--- src/rtl/mem_access_wb_stage.sv ---
// Memory-stage data RAM access (address, byte enables, lane-shifted store data, AdEL/AdES)
// plus the MEM/WB register and the W-side load align/extend/merge that forms ResultW.
module mem_access_wb_stage #(
  parameter int unsigned ADDR_W = 32
) (
  input  logic              clk,
  input  logic              reset,
  input  logic              InterruptRequest,
  input  logic              RegWriteM,
  input  logic              MemtoRegM,
  input  logic              MemWriteM,
  input  logic [1:0]        MemTypeM,
  input  logic              LoadExtSignM,
  input  logic              LeftRightM,
  input  logic              CP0ReadM,
  input  logic [ADDR_W-1:0] AddrM,
  input  logic [31:0]       WriteDataM,
  input  logic [31:0]       CP0RDataM,
  input  logic [4:0]        WriteRegM,
  output logic [ADDR_W-1:0] DMemAddr,
  output logic [3:0]        DMemWE,
  output logic [31:0]       DMemWData,
  input  logic [31:0]       DMemRData,
  output logic              AdELM,
  output logic              AdESM,
  output logic              RegWriteW,
  output logic [4:0]        WriteRegW,
  output logic [31:0]       ResultW
);

  logic [1:0] n;
  logic       misaligned;
  logic       kill;
  logic [4:0] lane_sh;   // 8*n
  logic [4:0] inv_sh;    // 8*(3-n); 3-n == ~n for two bits
  logic [4:0] swl_mask;
  logic [3:0] we_lanes;

  assign n          = AddrM[1:0];
  assign lane_sh    = {n, 3'b000};
  assign inv_sh     = {~n, 3'b000};
  assign misaligned = ((MemTypeM == 2'd0) && (n != 2'd0)) || ((MemTypeM == 2'd1) && n[0]);
  assign AdELM      = MemtoRegM && misaligned;
  assign AdESM      = MemWriteM && misaligned;
  assign kill       = reset || InterruptRequest || AdELM || AdESM;
  assign DMemAddr   = {AddrM[ADDR_W-1:2], 2'b00};
  assign swl_mask   = (5'd2 << n) - 5'd1;

  always_comb begin
    we_lanes  = 4'b0000;
    DMemWData = WriteDataM;
    case (MemTypeM)
      2'd0: begin
        we_lanes  = 4'b1111;
        DMemWData = WriteDataM;
      end
      2'd1: begin
        we_lanes  = n[1] ? 4'b1100 : 4'b0011;
        DMemWData = {WriteDataM[15:0], WriteDataM[15:0]};
      end
      2'd2: begin
        we_lanes  = 4'b0001 << n;
        DMemWData = {4{WriteDataM[7:0]}};
      end
      default: begin
        if (LeftRightM) begin
          we_lanes  = swl_mask[3:0];
          DMemWData = WriteDataM >> inv_sh;
        end else begin
          we_lanes  = 4'b1111 << n;
          DMemWData = WriteDataM << lane_sh;
        end
      end
    endcase
  end

  assign DMemWE = (MemWriteM && !kill) ? we_lanes : 4'b0000;

  logic              reg_write_q;
  logic [4:0]        write_reg_q;
  logic              mem_to_reg_q;
  logic [1:0]        mem_type_q;
  logic              ext_sign_q;
  logic              left_right_q;
  logic              cp0_read_q;
  logic [1:0]        n_q;
  logic [ADDR_W-1:0] alu_out_q;
  logic [31:0]       cp0_rdata_q;
  logic [31:0]       rt_q;

  always_ff @(posedge clk) begin
    if (reset) begin
      reg_write_q  <= 1'b0;
      write_reg_q  <= 5'd0;
      mem_to_reg_q <= 1'b0;
      mem_type_q   <= 2'd0;
      ext_sign_q   <= 1'b0;
      left_right_q <= 1'b0;
      cp0_read_q   <= 1'b0;
      n_q          <= 2'd0;
      alu_out_q    <= '0;
      cp0_rdata_q  <= 32'd0;
      rt_q         <= 32'd0;
    end else if (kill) begin
      reg_write_q  <= 1'b0;
      mem_to_reg_q <= 1'b0;
      cp0_read_q   <= 1'b0;
    end else begin
      reg_write_q  <= RegWriteM;
      write_reg_q  <= WriteRegM;
      mem_to_reg_q <= MemtoRegM;
      mem_type_q   <= MemTypeM;
      ext_sign_q   <= LoadExtSignM;
      left_right_q <= LeftRightM;
      cp0_read_q   <= CP0ReadM;
      n_q          <= n;
      alu_out_q    <= AddrM;
      cp0_rdata_q  <= CP0RDataM;
      rt_q         <= WriteDataM;
    end
  end

  logic [4:0]  lane_sh_w;
  logic [4:0]  inv_sh_w;
  logic [15:0] half_w;
  logic [31:0] byte_word_w;
  logic [31:0] load_val;

  assign lane_sh_w   = {n_q, 3'b000};
  assign inv_sh_w    = {~n_q, 3'b000};
  assign half_w      = n_q[1] ? DMemRData[31:16] : DMemRData[15:0];
  assign byte_word_w = DMemRData >> lane_sh_w;

  always_comb begin
    load_val = DMemRData;
    case (mem_type_q)
      2'd0: load_val = DMemRData;
      2'd1: load_val = {{16{ext_sign_q & half_w[15]}}, half_w};
      2'd2: load_val = {{24{ext_sign_q & byte_word_w[7]}}, byte_word_w[7:0]};
      default: begin
        // Unaligned loads merge the RAM bytes into the old rt value.
        if (left_ray_sel(left_right_q)) begin
          load_val = (DMemRData << inv_sh_w) | (rt_q & ((32'd1 << inv_sh_w) - 32'd1));
        end else begin
          load_val = (DMemRData >> lane_sh_w) | (rt_q & ~(32'hFFFF_FFFF >> lane_sh_w));
        end
      end
    endcase
  end

  function automatic logic left_ray_sel(input logic lr);
    return lr;
  endfunction

  assign RegWriteW = reg_write_q;
  assign WriteRegW = write_reg_q;
  assign ResultW   = mem_to_reg_q ? load_val :
                     cp0_read_q   ? cp0_rdata_q : 32'(alu_out_q);

endmodule

--- config.mk ---
export PLATFORM = sky130hd
export DESIGN_NAME = mem_access_wb_stage
export DESIGN_NICKNAME = d
export VERILOG_FILES = /design/src/rtl/mem_access_wb_stage.sv
export SDC_FILE = /design/constraint.sdc
export NUM_CORES = 1
export LEC_CHECK = 0
export CORE_MARGIN = 5
export CORE_UTILIZATION = 44
export CTS_CLUSTER_DIAMETER = 80
export DETAILED_ROUTE_END_ITERATION = 8
export PLACE_DENSITY = 0.75
export SYNTH_ARGS = -nofsm -noshare
export SYNTH_HDL_FRONTEND = slang
export SYNTH_SLANG_ARGS = --single-unit
--- constraint.sdc ---
create_clock -name clk -period 3.5 [get_ports clk]
set_input_delay 1.05 -clock clk [delete_from_list [all_inputs] [get_ports clk]]
set_output_delay 1.05 -clock clk [all_outputs]
set_load 0.02 [all_outputs]
==> metrics <==
wire length per cell 22.7 um; antenna violations before repair 4; Post-Place Setup Slack -1.10 ns; Leakage Power 5.75 nW; kind of critical path in2out; sort of element at the start of the critical path primary input; die area 23000 um^2; setup repair after global routing missed its margin true; outcome finished, violations left; startpoint of the worst hold path rt_q[11]; layout cell share with drive strength beyond 1 0.407; CTS Buffer Depth 2; post-DP HPWL 27700 um; total via count in the routed design 9588; total placed instance area 12700 um^2; r2r endpoint left_right_q; Max Clock Skew 0 ns; Design Area, Final 13500 um^2; ratio of total power to cell area 307 nW/um^2; Num CTS Buffers 9; post-synthesis cell type count 59; failing checks setup timing; worst min-delay path endpoint rt_q[11]; total negative slack -0.828 ns; most used flip-flop cell after synthesis sky130_fd_sc_hd__dfxtp_1; via count of the first global-routing pass 9579; clock tree from TritonCTS yes; clock tree sinks 108; post-synth design cell area 8810 um^2; number of register bits inferred by synthesis 108; effective utilization at floorplan 0.450; clock transition time at the flip-flop clock pins of the worst setup and hold paths 0.07 ns; final worst-path setup slack -0.0931 ns; instance count along the most critical hold path 2; number of flops mapped to enable cells by yosys 0; Area growth, synth to finish 53.6%; number of nets with antenna violations after routing 0; maximum vdd ir drop 0.242 mV; overall global routing resource usage 0.306; Commonest cells post-synth 120 x sky130_fd_sc_hd__nor2b_1, 108 x sky130_fd_sc_hd__dfxtp_1, 104 x sky130_fd_sc_hd__mux2i_1; fraction of synthesis flops using an asynchronous set or reset pin 0; wire length of the first global-routing pass 54600 um; final setup violation count 13; core box area 19600 um^2; x dimension of the die 152 um; synthesized instance count 996; Tightest Hold Check Type reg2reg; worst endpoint required time 2.45 ns; Yosys warning total 0; number of maximum-capacitance constraint violations 0; transition time at the pin with the least slew margin 0.967 ns; setup slack, reg-to-reg 2.20 ns; drt pass-1 iters 6; final net count 1488; Final Hold Viols 0; first-iteration detailed-routing DRC count 903; CP Capture Type output pin; Final Max Slew Viols 0; remaining routing DRC violations 0; CTS Root Cell sky130_fd_sc_hd__clkbuf_16; Final period util 1.03; maximum level of the CTS H-tree 3; Min Clock Period, post-route 3.59 ns; port buffer count 249; ratio of routed vias to standard cells 5.94; Die Y 152 um; fmax 278 MHz; worst reg2reg path depth 3; worst skew pair latency 0.36 ns; most area-hungry cell type in the Yosys netlist sky130_fd_sc_hd__dfxtp_1; I/O pin count 252; CP arrival 2.54 ns; FF-to-FF Start left_right_q; aggregate routed wire length 36600 um; sequential fraction of the synthesis area 0.245; mean cell area of the mapped netlist 8.85 um^2; number of buffers inserted for hold repair after clock tree synthesis 0; largest net degree at the start of global routing 73; cell with the most instances after synthesis sky130_fd_sc_hd__nor2b_1; cells taking the most area after synthesis sky130_fd_sc_hd__dfxtp_1 25%, sky130_fd_sc_hd__mux2i_1 12%, sky130_fd_sc_hd__mux2_2 12%; global placement routability congestion 0.987; largest fanout on the critical path 6; Max-slew headroom 0.353; GR Overflow Total 0; Placement Rows 51; share of the synthesized area in the top cell type 0.245
==> routing by layer <==
metal | track usage | wire (um) | up-vias
met3 | 0.0562 | 3650 | 93
met2 | 0.487 | 16400 | 574
met1 | 0.401 | 14900 | 4560
met5 | 0 | 47 | -
met4 | 0.147 | 1620 | 6
li1 | - | - | 4355
==> registers in the layout, summed over array words and instances (netlist names) <==
register      count
cp0_rdata_q      32
rt_q             32
alu_out_q        31
WriteRegW         5
mem_type_q        2
RegWriteW         1
cp0_read_q        1
ext_sign_q        1
left_right_q      1
mem_to_reg_q      1
n_q               1
==> cells in the final DEF, fill, tap and decap left out, types with 8 or more instances in the layout <==
master                            instances
sky130_fd_sc_hd__dfxtp_1                105
sky130_fd_sc_hd__dlymetal6s2s_1          11
sky130_fd_sc_hd__a211oi_2                10
sky130_fd_sc_hd__clkdlybuf4s50_1        117
sky130_fd_sc_hd__nand2_1                 59
sky130_fd_sc_hd__nand3_1                  8
sky130_fd_sc_hd__mux2_2                  88
sky130_fd_sc_hd__buf_2                   32
sky130_fd_sc_hd__buf_6                   33
sky130_fd_sc_hd__buf_4                  198
sky130_fd_sc_hd__inv_1                    9
sky130_fd_sc_hd__nand2b_1                11
sky130_fd_sc_hd__a21oi_1                 37
sky130_fd_sc_hd__nor2b_1                118
sky130_fd_sc_hd__o22ai_1                 19
sky130_fd_sc_hd__dlygate4sd2_1           17
sky130_fd_sc_hd__o2bb2ai_1               10
sky130_fd_sc_hd__a21o_1                   9
sky130_fd_sc_hd__a221o_1                  9
sky130_fd_sc_hd__buf_12                  14
sky130_fd_sc_hd__mux4_2                  12
sky130_fd_sc_hd__clkdlybuf4s15_1          8
sky130_fd_sc_hd__mux2i_2                 10
sky130_fd_sc_hd__a22o_1                  12
sky130_fd_sc_hd__mux2_4                  23
sky130_fd_sc_hd__or2_2                    8
sky130_fd_sc_hd__clkbuf_2                11
sky130_fd_sc_hd__clkdlybuf4s15_2         10
sky130_fd_sc_hd__a211oi_1                13
sky130_fd_sc_hd__clkbuf_16               10
sky130_fd_sc_hd__mux2i_1                 91
sky130_fd_sc_hd__o21ai_0                 39
sky130_fd_sc_hd__a221oi_2                14
sky130_fd_sc_hd__o211ai_1                 8
sky130_fd_sc_hd__nor2_1                  24
==> how the worst max path moves through the flow <==
| stage | cells past startpoint | slack, ns | from | end |
|---|---|---|---|---|
| after floorplan | 6 | -0.009 | DMemRData[15] | ResultW[19] |
| after global placement | 7 | -1.02 | DMemRData[1] | ResultW[9] |
| after detailed placement | 7 | -1.10 | DMemRData[31] | ResultW[16] |
| after CTS | 7 | -0.07 | DMemRData[31] | ResultW[8] |
| after global routing | 7 | -0.13 | DMemRData[31] | ResultW[13] |
| final | 7 | -0.09 | DMemRData[31] | ResultW[14] |
==> power by group <==
group | internal (mW) | switching (mW)
clock network | 0.566 | 0.498
logic | 0.854 | 0.833
registers | 1.32 | 0.0758
total | 2.74 | 1.41
==> metrics by stage <==
stage	hold slack, ns	util	std cells	power, mW
3_3_place_gp	0.484	0.647	1589	2.97
5_1_grt	0.591	0.691	1614	4.31
6_report	0.542	0.691	1615	4.15
4_1_cts	0.541	0.679	1612	4.09
3_5_place_dp	0.510	0.647	1589	2.99
2_1_floorplan	0.462	-	997	2.22
==> kinds of logic (layout without fill, tap and decap cells) <==
kind of cell | Yosys count | after routing | synth area share
buffers and inverters | 134 | 485 | 0.0821
muxes | 227 | 227 | 0.299
adders and majority gates | 1 | 1 | 0.00142
DFF | 108 | 108 | 0.245
AOI/OAI and AO/OA | 258 | 258 | 0.206
and+or+nand+nor | 267 | 267 | 0.166
other | 1 | 4 | 0.000426
==> cell type report <==
class,instances,area (um^2)
multi-input combinational,755,6510
fill,1527,6060
timing repair buffer,457,4160
sequential,108,2170
tap,265,332
clock buffer,9,225
clock inverter,7,78.8
inverter,12,55.1
antenna,2,5.00
==> critical path, cell delays in order <==
cell and delay, ns:
sky130_fd_sc_hd__buf_8 0.09, sky130_fd_sc_hd__mux4_2 0.51, sky130_fd_sc_hd__buf_6 0.15, sky130_fd_sc_hd__nand4b_1 0.12
sky130_fd_sc_hd__nand2_2 0.13, sky130_fd_sc_hd__o32a_1 0.32, sky130_fd_sc_hd__buf_2 0.17
==> repair_timing <==
action	4_1_cts	5_1_grt
cloned	4	1
pin swaps	39	28
hold endpoints to repair	0	0
buffers inserted	12	3
resized for setup	510	105
endpoints found under the setup margin	70	61
No activity file was read; power rests on OpenSTA's default activity.
